### src/rtl/mips_pipe_pkg.sv
// Shared constants and fetch-action encoding for the MIPS pipeline front end.
package mips_pipe_pkg;

  localparam logic [31:0] NOP_INSTR        = 32'h0000_0000;
  localparam int unsigned PC_INC           = 4;
  localparam logic [31:0] DEFAULT_RESET_PC = 32'h0000_0000;

  localparam logic [1:0] ACT_REDIRECT = 2'd0;
  localparam logic [1:0] ACT_HOLD     = 2'd1;
  localparam logic [1:0] ACT_BUBBLE   = 2'd2;
  localparam logic [1:0] ACT_ADVANCE  = 2'd3;

  // Redirect beats a load-use hold, which beats a branch/jump bubble.
  function automatic logic [1:0] sel_action(input logic redirect, input logic lw,
                                            input logic jb);
    if (redirect)  return ACT_REDIRECT;
    else if (lw)   return ACT_HOLD;
    else if (jb)   return ACT_BUBBLE;
    else           return ACT_ADVANCE;
  endfunction

endpackage

### src/rtl/fetch_stage_if.sv
// Fetch-stage bus: hazard/redirect inputs, instruction memory and IF/ID outputs.
interface fetch_if #(
  parameter int PC_WIDTH    = 32,
  parameter int INSTR_WIDTH = 32
);
  logic                   stall_JB;
  logic                   stall_lw;
  logic                   redirect_valid;
  logic [PC_WIDTH-1:0]    redirect_pc;
  logic [PC_WIDTH-1:0]    imem_addr;
  logic [INSTR_WIDTH-1:0] imem_rdata;
  logic [INSTR_WIDTH-1:0] if_id_instr;
  logic [PC_WIDTH-1:0]    if_id_pc4;
  logic                   if_id_valid;

  modport master (
    input  stall_JB, stall_lw, redirect_valid, redirect_pc, imem_rdata,
    output imem_addr, if_id_instr, if_id_pc4, if_id_valid
  );

  modport slave (
    output stall_JB, stall_lw, redirect_valid, redirect_pc, imem_rdata,
    input  imem_addr, if_id_instr, if_id_pc4, if_id_valid
  );
endinterface

### src/rtl/fetch_stage_if_id_reg.sv
// IF/ID pipeline register: bubble inserts a NOP and keeps pc4, hold freezes, load captures.
module if_id_reg
  import mips_pipe_pkg::*;
#(
  parameter int PC_WIDTH    = 32,
  parameter int INSTR_WIDTH = 32
) (
  input  logic                   CLK,
  input  logic                   RST,
  input  logic                   load,
  input  logic                   hold,
  input  logic                   bubble,
  input  logic [INSTR_WIDTH-1:0] instr_d,
  input  logic [PC_WIDTH-1:0]    pc4_d,
  output logic [INSTR_WIDTH-1:0] instr,
  output logic [PC_WIDTH-1:0]    pc4,
  output logic                   valid
);

  always_ff @(posedge CLK or posedge RST) begin
    if (RST) begin
      instr <= INSTR_WIDTH'(NOP_INSTR);
      pc4   <= '0;
      valid <= 1'b0;
    end else if (bubble) begin
      instr <= INSTR_WIDTH'(NOP_INSTR);
      valid <= 1'b0;
    end else if (load && !hold) begin
      instr <= instr_d;
      pc4   <= pc4_d;
      valid <= 1'b1;
    end
  end

endmodule

### src/rtl/fetch_stage.sv
// Instruction-fetch stage: PC register, action priority and IF/ID register.
// Optional perf counters are enabled by defining FETCH_PERF_CNT_EN.
module fetch_stage
  import mips_pipe_pkg::*;
#(
  parameter int                  PC_WIDTH    = 32,
  parameter int                  INSTR_WIDTH = 32,
  parameter logic [PC_WIDTH-1:0] RESET_PC    = PC_WIDTH'(DEFAULT_RESET_PC)
) (
  input  logic        CLK,
  input  logic        RST,
`ifdef FETCH_PERF_CNT_EN
  output logic [31:0] perf_lw_stall_cnt,
  output logic [31:0] perf_bubble_cnt,
`endif
  fetch_if.master     bus
);

  logic [PC_WIDTH-1:0]    pc;
  logic [PC_WIDTH-1:0]    pc_next4;
  logic [1:0]             act;
  logic [INSTR_WIDTH-1:0] instr_q;
  logic [PC_WIDTH-1:0]    pc4_q;
  logic                   valid_q;
  logic                   unused_redirect_lo;

  assign pc_next4           = pc + PC_WIDTH'(PC_INC);
  assign act                = sel_action(bus.redirect_valid, bus.stall_lw, bus.stall_JB);
  assign unused_redirect_lo = ^bus.redirect_pc[1:0];

  // Wrap-around of the PC at the top of the address space is intentional.
  always_ff @(posedge CLK or posedge RST) begin
    if (RST) begin
      pc <= RESET_PC;
    end else begin
      case (act)
        ACT_REDIRECT: pc <= {bus.redirect_pc[PC_WIDTH-1:2], 2'b00};
        ACT_ADVANCE:  pc <= pc_next4;
        default:      pc <= pc;
      endcase
    end
  end

  if_id_reg #(
    .PC_WIDTH    (PC_WIDTH),
    .INSTR_WIDTH (INSTR_WIDTH)
  ) u_if_id (
    .CLK     (CLK),
    .RST     (RST),
    .load    (act == ACT_ADVANCE),
    .hold    (act == ACT_HOLD),
    .bubble  ((act == ACT_REDIRECT) || (act == ACT_BUBBLE)),
    .instr_d (bus.imem_rdata),
    .pc4_d   (pc_next4),
    .instr   (instr_q),
    .pc4     (pc4_q),
    .valid   (valid_q)
  );

  assign bus.imem_addr   = pc;
  assign bus.if_id_instr = instr_q;
  assign bus.if_id_pc4   = pc4_q;
  assign bus.if_id_valid = valid_q;

`ifdef FETCH_PERF_CNT_EN
  function automatic logic [31:0] sat_inc(input logic [31:0] v);
    return (v == 32'hFFFF_FFFF) ? v : v + 32'd1;
  endfunction

  always_ff @(posedge CLK or posedge RST) begin
    if (RST) begin
      perf_lw_stall_cnt <= '0;
      perf_bubble_cnt   <= '0;
    end else begin
      if (act == ACT_HOLD)
        perf_lw_stall_cnt <= sat_inc(perf_lw_stall_cnt);
      if ((act == ACT_REDIRECT) || (act == ACT_BUBBLE))
        perf_bubble_cnt <= sat_inc(perf_bubble_cnt);
    end
  end
`endif

endmodule

### src/flat_wrapper.sv
// flat-port wrapper written by rule: the top's interface ports become plain ports
module fetch_stage_flat import mips_pipe_pkg::*;
#(
  parameter int                  PC_WIDTH    = 32,
  parameter int                  INSTR_WIDTH = 32,
  parameter logic [PC_WIDTH-1:0] RESET_PC    = PC_WIDTH'(DEFAULT_RESET_PC)
)
  (CLK, RST, bus_stall_JB, bus_stall_lw, bus_redirect_valid, bus_redirect_pc, bus_imem_rdata, bus_imem_addr, bus_if_id_instr, bus_if_id_pc4, bus_if_id_valid);
  fetch_if #(.PC_WIDTH(PC_WIDTH), .INSTR_WIDTH(INSTR_WIDTH)) bus_i ();
  input  logic CLK;
  input  logic RST;
  input wire logic [$bits(bus_i.stall_JB)-1:0] bus_stall_JB;
  input wire logic [$bits(bus_i.stall_lw)-1:0] bus_stall_lw;
  input wire logic [$bits(bus_i.redirect_valid)-1:0] bus_redirect_valid;
  input wire logic [$bits(bus_i.redirect_pc)-1:0] bus_redirect_pc;
  input wire logic [$bits(bus_i.imem_rdata)-1:0] bus_imem_rdata;
  output wire logic [$bits(bus_i.imem_addr)-1:0] bus_imem_addr;
  output wire logic [$bits(bus_i.if_id_instr)-1:0] bus_if_id_instr;
  output wire logic [$bits(bus_i.if_id_pc4)-1:0] bus_if_id_pc4;
  output wire logic [$bits(bus_i.if_id_valid)-1:0] bus_if_id_valid;
  assign bus_i.stall_JB = bus_stall_JB;
  assign bus_i.stall_lw = bus_stall_lw;
  assign bus_i.redirect_valid = bus_redirect_valid;
  assign bus_i.redirect_pc = bus_redirect_pc;
  assign bus_i.imem_rdata = bus_imem_rdata;
  assign bus_imem_addr = bus_i.imem_addr;
  assign bus_if_id_instr = bus_i.if_id_instr;
  assign bus_if_id_pc4 = bus_i.if_id_pc4;
  assign bus_if_id_valid = bus_i.if_id_valid;
  fetch_stage #(.PC_WIDTH(PC_WIDTH), .INSTR_WIDTH(INSTR_WIDTH), .RESET_PC(RESET_PC)) u_core (.CLK(CLK), .RST(RST), .bus(bus_i));
endmodule
### config.mk
export PLATFORM = sky130hd
export DESIGN_NAME = fetch_stage_flat
export DESIGN_NICKNAME = d
export VERILOG_FILES = /design/src/rtl/mips_pipe_pkg.sv /design/src/rtl/fetch_stage_if.sv /design/src/rtl/fetch_stage_if_id_reg.sv /design/src/rtl/fetch_stage.sv /design/src/flat_wrapper.sv
export SDC_FILE = /design/constraint.sdc
export NUM_CORES = 1
export LEC_CHECK = 0
export ABC_AREA = 0
export CAP_MARGIN = 20
export CORE_MARGIN = 5
export CORE_UTILIZATION = 30
export CTS_CLUSTER_DIAMETER = 60
export CTS_CLUSTER_SIZE = 40
export DETAILED_ROUTE_END_ITERATION = 6
export PLACE_DENSITY = 0.66
export SLEW_MARGIN = 20
export SYNTH_ARGS = -nofsm -noshare
export SYNTH_HDL_FRONTEND = slang
export SYNTH_HIERARCHICAL = 1
export SYNTH_SLANG_ARGS = --single-unit
### constraint.sdc
create_clock -name CLK -period 2.9 [get_ports CLK]
set_clock_uncertainty 0.2 [all_clocks]
set_input_delay 0.58 -clock CLK [delete_from_list [all_inputs] [get_ports CLK]]
set_output_delay 0.58 -clock CLK [all_outputs]
set_load 0.005 [all_outputs]
After elaboration in Yosys (flattened, before gate mapping)
Index checks and enable logic that the tools add are counted.
Widths: inputs -> output; s select.
{ "word_totals": {"elab_cells": 24, "out_inout_bits": 97, "in_bits": 69, "ff_bits": 97} }
{ "classes": {"bitwise": 1, "addsub": 1, "eq_ne": 3, "mux": 8, "n_reduce_logical": 7} }
{ "op_table": {"columns": ["cell", "n"], "rows": [
  ["$mux 32", 2],
  ["$pmux 32 s2", 1],
  ["$add 32x3->32 const B", 1],
  ["$eq 2x2->1 const B", 2],
  ["$mux 2", 2],
  ["$reduce_bool 2->1", 2],
  ["$mux 1", 3],
  ["$eq 2x1->1 const B", 1],
  ["$logic_not 2->1", 1],
  ["$reduce_and 2->1", 1],
  ["$logic_and 1x1->1", 1],
  ["$logic_not 1->1", 1],
  ["$logic_or 1x1->1", 1],
  ["$not 1->1", 1]
]} }

Longest topological paths before layout
Gate-level depths: netlist of the first run.
{ "logic_depth": {"ltp_word": 8, "depth_mapped": 8, "mapped_depth_nobuf": 7} }

Modules after synthesis
The synthesis of the first run kept the hierarchy.
{ "by_module_without_submodules": {"columns": ["mod", "area_per_inst_um2", "seq_area_each_um2", "cells_per_inst", "n_inst"], "rows": [
  ["if_id_reg", 2675.1, 1626.6, 214, 1],
  ["fetch_stage", 2297.2, 750.7, 261, 1]
]} }

Least setup slack after synthesis of the first run
No wires, ideal clock.
{ "synth_timing": {"path_type": "input to register", "start": "input bus_stall_lw", "end": "register u_core.pc[11] (netlist: u_core/bus.imem_addr[11])", "arrival_ps": 1979, "required_ps": 2579, "path_buffers": 2, "setup_slack_ps": 600, "stages": 7, "path_cell_list": "inv_1 > a21oi_1 > ha_1 > clkbuf_1 > clkbuf_1 > a31oi_1 > o22a_1"} }
{ "synth_via": {"elab_chain_cells": 4, "word_cells_on_any_way": 6, "cone_classes": "eq/ne: 1; mux: 3; reduce/logical: 2"} }
{ "synth_rtl": {"columns": ["element", "line_no", "source"], "rows": [
  ["start: declaration", "flat_wrapper.sv:13", "input wire logic [$bits(bus_i.stall_lw)-1:0] bus_stall_lw;"],
  ["$mux 2 (*)", "mips_pipe_pkg.sv:17", "else if (lw) return ACT_HOLD;"],
  ["$mux 2 (*)", "mips_pipe_pkg.sv:16", "if (redirect) return ACT_REDIRECT;"],
  ["$eq 2x2->1 / $logic_not 2->1 (equally long branches)", "fetch_stage.sv:36", "case (act)"],
  ["$pmux 32 s2 / $reduce_bool 2->1 (equally long branches)", null, null],
  ["end signal: assignment", "fetch_stage.sv:37", "ACT_REDIRECT: pc <= {bus.redirect_pc[PC_WIDTH-1:2], 2'b00};"],
  ["end signal: assignment", "fetch_stage.sv:38", "ACT_ADVANCE: pc <= pc_next4;"],
  ["end signal: assignment", "fetch_stage.sv:39", "default: pc <= pc;"],
  ["end: declaration", "fetch_stage.sv:19", "logic [PC_WIDTH-1:0] pc;"]
]} }
Every way passes the cells marked *; elsewhere a longest branch is shown, timed or not.
A chain may end at the register's enable or synchronous reset.

Final worst setup path of the first run
{ "layout_timing": {"start": "input bus_stall_lw", "end": "register u_core.pc[30] (netlist: u_core/bus.imem_addr[30])"} }
Same word-level chain as after synthesis.

==> metrics.txt, run 1 <==
row cnt=47; EDFF count, synth=0; initial core utilization=30.3%; Synth top area share=47.8%; cell area power density=612 mW/mm^2; die area=0.0192 sq mm; max-slew violation count=0; clock-pin transition on the worst setup and hold timing paths=70 ps; Leak=2.88 nW; initial antenna violation count=2; largest net degree at the start of global routing=58; final core occ=43.6%; Routed WL=14.4 mm; clock latency on the worst-skew pair=340 ps; minimum clock period=2590 ps; drt drc=0; Nets=702; CTS hold repair buffers=0; Post-CTS Resized=0; per-cell routed wire length=16.8 microns; 1st-pass router iterations=6; CP startpoint kind=input port; final cell count without fillers=856; Layout area overhead=44.0%; syn avg cell area=10.5 sq um; total track usage=14.9%; core area=0.0164 sq mm; Tightest Pin Transition=748 ps; crit path max fanout=6; TNS Setup=0 ps; CP dominant cell by count=buf_4; slowest stage delay, CP=480 ps; Worst Reg2Reg Path Length in Cells=5; kind of critical path=input port to register; post-CTS setup buffers=0; total grt overflow=0; Hold Startpoint=u_core/u_if_id/pc4[22]; Max Cap Viol=0; initial DRC count=188; dpl hpwl=10.7 mm; Boundary Pins=166; Post-Layout Inst Area=0.00716 sq mm; biggest area consumer among synthesized cells=dfrtp_1; first-pass GRT wire length=23.3 mm; top post-synthesis cells by count=dfrtp_1 (95), nand2_1 (82), a21oi_1 (48); Total Power=4.38 mW; port buffer count=161; Die H=139 microns; top_reg_cell synth=dfrtp_1; Placed Instances=840; antenna fix cells=0; most frequent cell after synthesis=dfrtp_1; CTS Buffer Depth=2; die width=139 microns; clk sink count=95; worst setup path start=bus_stall_lw; CP arrival=2650 ps; CTS tree=done; gpl congestion=0.788; crit path capture type=register; Max VDD drop=299 uV; status=complete, no violations; Async SR Flop Fraction=100%; CTS H-tree lvls=3; Worst slew margin=50.1%; sequential fraction of the synthesis area=47.8%; Worst Path Required=2960 ps; library cells used by synthesis=52; Crit Reg-Reg Startpoint=u_core/bus.imem_addr[4]; layout cells sized above 1=13.5%; Hold Path Stages=1; unrepaired setup endpoints after global routing=no; Post-DP Area=0.00684 sq mm; mapped cell area=0.00497 sq mm; largest cells by area after synthesis=dfrtp_1 (48%), mux2_4 (9.1%), nand2_1 (6.2%); CTS buffer count=9; Final Cycle Share=89.5%; Crit-path slowest cell=clkdlybuf4s50_1; vias per cell=4.85; FMAX=385 MHz; Hold WC Path Type=register to register; Synth warnings=6; total vias in the final route=4,153; number of global-route vias before repair=4,137; Seq cells post-synth=95; setup violators final=0; worst path cell trace=clkdlybuf4s50_1, inv_1, a21oi_1, ha_2, buf_4, nand2b_1, buf_4, or2_2, o211ai_1; root buffer cell=clkbuf_16; ANT nets after route=0; Fin. Hold Viols=0; Mapped Cells=475
[per-layer routing]
metal  routed length (microns)  global-route usage (%)  vias up
met5                        21                       0        -
met4                        78                    2.63        4
met2                      6520                    22.9      153
met3                      1070                    5.48       10
li1                          -                       -     1990
met1                      6720                    20.6     1996
[path summary, 6_finish.rpt]
check,end,slack [ps]
min in group asynchronous,u_core/u_if_id/pc4[1],400
min reg2reg,u_core/u_if_id/pc4[22],310
max reg2reg,u_core/u_if_id/pc4[29],540
min,u_core/u_if_id/pc4[22],310
max,u_core/bus.imem_addr[30],310
max in group asynchronous,u_core/u_if_id/pc4[30],1430
[critical path, delay by kind of cell]
kind	cells	cell delay, ps
buffers and inverters	4	890
adders and majority gates	1	320
AOI/OAI and AO/OA	2	360
and+or+nand+nor	2	500
[power breakdown]
part	total, mW	internal [mW]	switching, mW
registers	1.82	1.56	0.252
clock network	1.28	0.761	0.523
logic	1.28	0.845	0.437
total	4.38	3.17	1.21
[cell type report]
type                            instances  area (sq um)
Inverter                                6          22.5
Multi-Input combinational cell        339          2360
Tap cell                              220           275
Timing Repair Buffer                  180          1800
Clock buffer                           10           229
Fill cell                            1551          9250
Clock inverter                          6          92.6
Sequential cell                        95          2380
[layout by cell type (no fill, tap or decap), types with 15 or more instances in the layout]
| master | instances |
|---|---|
| o22a_1 | 19 |
| nand2_1 | 82 |
| nand3_1 | 32 |
| nor2_1 | 17 |
| dfrtp_1 | 95 |
| clkdlybuf4s50_1 | 161 |
| a21oi_1 | 48 |
| mux2_4 | 30 |
| xnor2_1 | 24 |
| buf_4 | 15 |
[flip-flops by register name, summed over array words and instances, names as in the netlist]
name and count:
u_core/bus.imem_addr 30, u_core/u_if_id/valid 1, u_core/u_if_id/pc4 32, u_core/u_if_id/instr 32
[through the flow]
stage,hold slack (ps),worst slack (ps)
finish,308,305
global placement,293,-206
global route,326,68.3
detailed placement,295,-327
floorplan,291,494
CTS,315,39.7
[cells by family (layout without fill, tap and decap cells)]
group	Yosys count	after routing	synth area share, %
and+or+nand+nor	169	169	17.7
AOI/OAI and AO/OA	101	101	13.8
DFF	95	95	47.8
buffers and inverters	44	202	5.06
muxes	35	35	10.1
xor gates and xnor gates	28	28	4.93
adders and majority gates	2	2	0.503
other	1	4	0.0754
Note: power is estimated with default switching activity, not from simulation.
==> inputs of run 2 (changes only) <==
--- a/config.mk
+++ b/config.mk
@@ -6,14 +6,14 @@
 export NUM_CORES = 1
 export LEC_CHECK = 0
 export ABC_AREA = 0
-export CAP_MARGIN = 20
 export CORE_MARGIN = 5
 export CORE_UTILIZATION = 30
 export CTS_CLUSTER_DIAMETER = 60
 export CTS_CLUSTER_SIZE = 40
 export DETAILED_ROUTE_END_ITERATION = 6
+export GPL_TIMING_DRIVEN = 1
 export PLACE_DENSITY = 0.66
-export SLEW_MARGIN = 20
+export SLEW_MARGIN = 30
 export SYNTH_ARGS = -nofsm -noshare
 export SYNTH_HDL_FRONTEND = slang
 export SYNTH_HIERARCHICAL = 1
==> run 2 against run 1 <==
  * Worst setup slack improved by 1.2 ps
  * Clock power fell by 6%
  * Sequential cell count stayed put
  * Register-to-register slack barely moved
  * Non-clock buffer count is the same
  * Via count is 0.87% lower
  * Critical endpoint unchanged
  * Largest power group unchanged
==> metrics.txt, run 2 (synthesis gave the netlist of run 1 again) <==
most frequent cells in the layout=clkdlybuf4s50_1 (161), dfrtp_1 (95), nand2_1 (82); Nets=702; 1st-pass router iterations=4; Post-CTS Resized=0; core area=0.0164 sq mm; port buffer count=161; unrepaired setup endpoints after global routing=no; Comb power frac=29.9%; Worst Path Required=2960 ps; CTS hold repair buffers=0; CP arrival=2660 ps; total grt overflow=0; largest net degree at the start of global routing=58; CTS H-tree lvls=3; Boundary Pins=166; CTS tree=done; die width=139 microns; per-cell routed wire length=16.9 microns; CTS Buffer Depth=2; first-pass GRT wire length=23.3 mm; TNS Setup=0 ps; clock latency on the worst-skew pair=340 ps; status=complete, no violations; Tightest Pin Transition=752 ps; crit path max fanout=6; Fin. Hold Viols=0; switching power=1.22 mW; Leak=2.86 nW; drt drc=0; max-slew violation count=0; Int Power=3.08 mW; minimum clock period=2590 ps; initial core utilization=30.3%; Final Cycle Share=89.4%; vias per cell=4.82; total vias in the final route=4,117; clock power share=27.8%; multi-input logic area=0.00236 sq mm; FMAX=386 MHz; final core occ=43.5%; CP startpoint kind=input port; Layout area overhead=43.5%; Max Cap Viol=0; gpl congestion=0.788; initial antenna violation count=2; kind of critical path=input port to register; clk sink count=95; row cnt=47; cell area power density=602 mW/mm^2; most common library cell in the layout ignoring fill and taps=clkdlybuf4s50_1; Switching Share=28.3%; Worst slew margin=49.8%; fillcell total=1,522; Hold WC Path Type=register to register; initial DRC count=210; root buffer cell=clkbuf_16; die area=0.0192 sq mm; Die H=139 microns; Max VDD drop=290 uV; CTS buffer count=9; layout cells sized above 1=13.5%; number of global-route vias before repair=4,198; post-CTS setup buffers=0; Routed WL=14.4 mm; FF/Latch Area=0.00238 sq mm; dpl hpwl=10.7 mm; total track usage=14.9%; crit path capture type=register; setup violators final=0; antenna fix cells=0; clock-pin transition on the worst setup and hold timing paths=70 ps; register share of total power=42.3%; ANT nets after route=0
==> run 2: cell types whose count changed in the layout (fill, tap and decap cells not counted), sizes merged <==
cell,change
clkinv,+1
clkbuf,-1
bufinv,-1
==> run 2: cell type report <==
type,instances,share of cell area (%)
clock buffers,9,3.16
well taps,220,3.86
inverters,6,0.316
flip-flops and latches,95,33.3
repair buffers,180,25.3
clock inverters,6,0.999
multi-input cells,339,33.1
==> run 2: worst max-delay path: stages <==
cell             delay, ps
clkdlybuf4s50_1        480
inv_1                   60
a21oi_1                210
ha_2                   320
buf_4                  140
nand2b_1               250
buf_4                  220
or2_2                  260
o211ai_1               150
==> run 2: stage by stage <==
stage	power, mW	area, sq um	instances	worst slack [ps]	hold WS (ps)
6_report	4.29	7140	855	307	307
5_1_grt	4.53	7140	855	70.0	326
4_1_cts	4.37	7140	855	317	314
3_5_place_dp	3.14	6840	840	-37.0	297
3_3_place_gp	3.12	6840	840	-206	293
2_1_floorplan	2.38	4980	478	494	291
==> run 2: worst paths after layout <==
| path | startpoint | to | slack (ps) | cells after the start |
|---|---|---|---|---|
| setup / recovery | bus_stall_lw | u_core/bus.imem_addr[30] | 310 | 9 |
| hold / removal | u_core/u_if_id/pc4[22] | u_core/u_if_id/pc4[22] | 310 | 1 |
| setup reg to reg | u_core/bus.imem_addr[3] | u_core/u_if_id/pc4[28] | 540 | 7 |
| hold reg to reg | u_core/u_if_id/pc4[22] | u_core/u_if_id/pc4[22] | 310 | 1 |
| max in group asynchronous | RST | u_core/u_if_id/pc4[30] | 1430 | 3 |
| min in group asynchronous | RST | u_core/u_if_id/pc4[1] | 410 | 2 |
==> run 2: per-layer routing <==
layer | routed length, microns | global-route usage (%)
met5 | 21 | 0
met2 | 6490 | 23.3
met1 | 6740 | 20.2
met4 | 161 | 4.63
met3 | 1000 | 4.34
==> run 2: power groups by stage <==
stage               Clock [mW]  Combinational [mW]  Sequential (mW)
floorplan                    0               0.586             1.79
global placement             0                1.28             1.83
detailed placement           0                1.30             1.84
CTS                       1.24                1.31             1.82
global route              1.28                1.39             1.86
finish                    1.20                1.28             1.82
==> inputs of run 3 (changes only) <==
--- a/config.mk
+++ b/config.mk
@@ -6,8 +6,10 @@
 export NUM_CORES = 1
 export LEC_CHECK = 0
 export ABC_AREA = 0
+export CAP_MARGIN = 40
 export CORE_MARGIN = 5
 export CORE_UTILIZATION = 30
+export CTS_BUF_LIST = sky130_fd_sc_hd__clkbuf_8 sky130_fd_sc_hd__clkbuf_16
 export CTS_CLUSTER_DIAMETER = 60
 export CTS_CLUSTER_SIZE = 40
 export DETAILED_ROUTE_END_ITERATION = 6
==> results of run 3 <==
Same layout as run 2: the final DEF is identical, and so are final timing and power.
==> variant, RTL diff (settings of run 2) <==
`INSTR_WIDTH` is set to 32 in 4 places; all go to 24.
--- a/src/rtl/fetch_stage_if.sv
+++ b/src/rtl/fetch_stage_if.sv
@@ -2,5 +2,5 @@
 interface fetch_if #(
   parameter int PC_WIDTH    = 32,
-  parameter int INSTR_WIDTH = 32
+  parameter int INSTR_WIDTH = 24
 );
   logic                   stall_JB;
--- a/src/rtl/fetch_stage_if_id_reg.sv
+++ b/src/rtl/fetch_stage_if_id_reg.sv
@@ -4,5 +4,5 @@
 #(
   parameter int PC_WIDTH    = 32,
-  parameter int INSTR_WIDTH = 32
+  parameter int INSTR_WIDTH = 24
 ) (
   input  logic                   CLK,
--- a/src/rtl/fetch_stage.sv
+++ b/src/rtl/fetch_stage.sv
@@ -5,5 +5,5 @@
 #(
   parameter int                  PC_WIDTH    = 32,
-  parameter int                  INSTR_WIDTH = 32,
+  parameter int                  INSTR_WIDTH = 24,
   parameter logic [PC_WIDTH-1:0] RESET_PC    = PC_WIDTH'(DEFAULT_RESET_PC)
 ) (
--- a/src/flat_wrapper.sv
+++ b/src/flat_wrapper.sv
@@ -3,5 +3,5 @@
 #(
   parameter int                  PC_WIDTH    = 32,
-  parameter int                  INSTR_WIDTH = 32,
+  parameter int                  INSTR_WIDTH = 24,
   parameter logic [PC_WIDTH-1:0] RESET_PC    = PC_WIDTH'(DEFAULT_RESET_PC)
 )
Interface: changed (resized bus_if_id_instr and bus_imem_rdata); port bits go from 166 to 150. No check against the original RTL was run, so the function may have changed too.
==> variant against run 2 <==
Synthesized area is 6.2% lower. Final cell count is 9.4% lower. Power is 3.1% lower. Setup slack better by 0.14 ns. Wire length is 9.2% lower. Non-clock buffer count is 17 lower. Largest cell class is now multi-input combinational cells. Cell area is 7.0% lower. First-iteration DRC count is 33% lower. Via count is 6.0% lower. Critical path type unchanged. Sequential share of layout area is 0.52 points lower. Sequential power is 6% lower. Sequential cell count is 8 lower.
==> variant: results (changes against run 2) <==
* Run status: completed
* Count of buffers added by post-CTS timing repair for setup at 0 (unchanged)
* Top cell types by occurrence after synthesis: dfrtp_1 (87), nand2_1 (66), a21oi_1 (40), nand3_1 (32), mux2_4 (30)
* IR drop worst, VDD at 263.7 uV (-9.0%)
* Sequential area share after synthesis at 46.69% (-1.1 points)
* Antenna violations before repair at 0 (-2)
* First DRT Iteration DRCs at 141 (-33%)
* Final standard cell count with taps included and fillers excluded at 775 (-9.4%)
* Sum of net half-perimeters after detailed placement at 9839 microns (-8.0%)
* Net switching component of the power at 1.138 mW (-6.4%)
* Via count of the first global-routing pass at 3934 (-6.3%)
* Worst setup slack before clock tree synthesis at 0.08898 ns (+0.1260 ns)
* Dominant cells by area after synthesis: dfrtp_1 (47%), mux2_4 (9.7%), nand2_1 (5.3%)
* Total Wirelength at 13090 microns (-9.2%)
* Share of final-layout standard cells stronger than drive strength 1 at 14.31% (+0.77 points)
* Filler cell count in the final layout at 1433 (-5.8%)
* First-pass iteration count of the detailed router at 4 (unchanged)
* Adder-cell share of the synthesized area at 0.5366% (+0.033 points)
* I/O Buffers at 145 (-9.9%)
* Number of nets in the finished design at 645 (-8.1%)
* Share of cell area taken by muxes after synthesis at 10.79% (+0.67 points)
* Compound-Gate Fraction of Synth Area at 13.82% (+0.054 points)
* Global Route Usage Sum at 14.53% (-0.42 points)
* Parity-gate share of the synthesized area counting xor and xnor cells at 5.259% (+0.33 points)
* Wire length of the first global-routing pass at 21070 microns (-9.8%)
* Tightest slew margin relative to the limit at 59.10% (+9.3 points)
* Crit-path max FO at 8 (+2)
* Pleak at 2.692 nW (-6.0%)
* Synth Instances at 440 (-7.4%)
==> variant: changes by cell type after synthesis <==
cell and change:
nand2_1 -16, a21oi_1 -8, dfrtp_1 -8, buf_2 -4
buf_4 +2, clkbuf_1 -1
==> variant: area by class of cell <==
cell class	instances	area, sq um	area share [%]
timing repair buffer	163	1637	24.65
tap	188	235.2	3.543
inverter	6	22.52	0.3392
clock buffer	13	270.3	4.071
multi-input combinational	315	2257	34.00
sequential	87	2177	32.79
clock inverter	3	40.04	0.6031
==> variant: routing by layer <==
layer / vias to the layer above / wire length [microns] / global-route usage, % / part of all wire [%]
met5: - / 0 / 0 / 0
met4: 0 / 210 / 4.977 / 1.6
met3: 18 / 1140 / 4.434 / 8.7
met2: 132 / 6054 / 23.26 / 46
met1: 1860 / 5680 / 18.68 / 43
li1: 1858 / - / - / -
==> variant: worst max-delay path, stage by stage <==
cell and delay [ns]:
clkdlybuf4s50_1 0.48, inv_1 0.06, a21oi_1 0.20, ha_2 0.33
nand2b_1 0.24, buf_4 0.21, or2_2 0.27, o211ai_1 0.15
==> variant: power groups by stage <==
stage / Clock (mW) / Combinational [mW] / Sequential, mW
finish: 1.20 / 1.26 / 1.71
global route: 1.30 / 1.35 / 1.75
CTS: 1.25 / 1.28 / 1.71
detailed placement: 0 / 1.27 / 1.73
global placement: 0 / 1.26 / 1.72
floorplan: 0 / 0.578 / 1.68
==> variant: path summary, 6_finish.rpt <==
check / start / to / slack, ns / cells after the start
hold reg to reg: u_core/u_if_id/valid$_DFFE_PP0P_ / u_core/u_if_id/valid$_DFFE_PP0P_ / 0.30 / 2
setup / recovery: bus_stall_lw / u_core/bus.imem_addr[30]$_DFFE_PP0P_ / 0.44 / 8
min in group asynchronous: RST / u_core/u_if_id/pc4[0]$_DFFE_PP0P_ / 0.48 / 2
hold / removal: u_core/u_if_id/valid$_DFFE_PP0P_ / u_core/u_if_id/valid$_DFFE_PP0P_ / 0.30 / 2
max in group asynchronous: RST / u_core/u_if_id/pc4[25]$_DFFE_PP0P_ / 1.35 / 3
setup reg to reg: u_core/bus.imem_addr[3]$_DFFE_PP0P_ / u_core/u_if_id/pc4[16]$_DFFE_PP0P_ / 0.48 / 6
==> variant: cell families after synthesis <==
group	count (synthesis)
and+or+nand+nor	153
AOI/OAI and AO/OA	93
DFF	87
buffers and inverters	41
muxes	35
xor gates and xnor gates	28
adders and majority gates	2
other	1
==> variant: stage by stage <==
stage               area [sq um]  hold WS (ns)  power (mW)
finish                      6639        0.2984       4.160
global route                6639        0.3246       4.400
CTS                         6639        0.3044       4.237
detailed placement          6329        0.2905       2.997
global placement            6329        0.2810       2.981
floorplan                   4674        0.2892       2.257
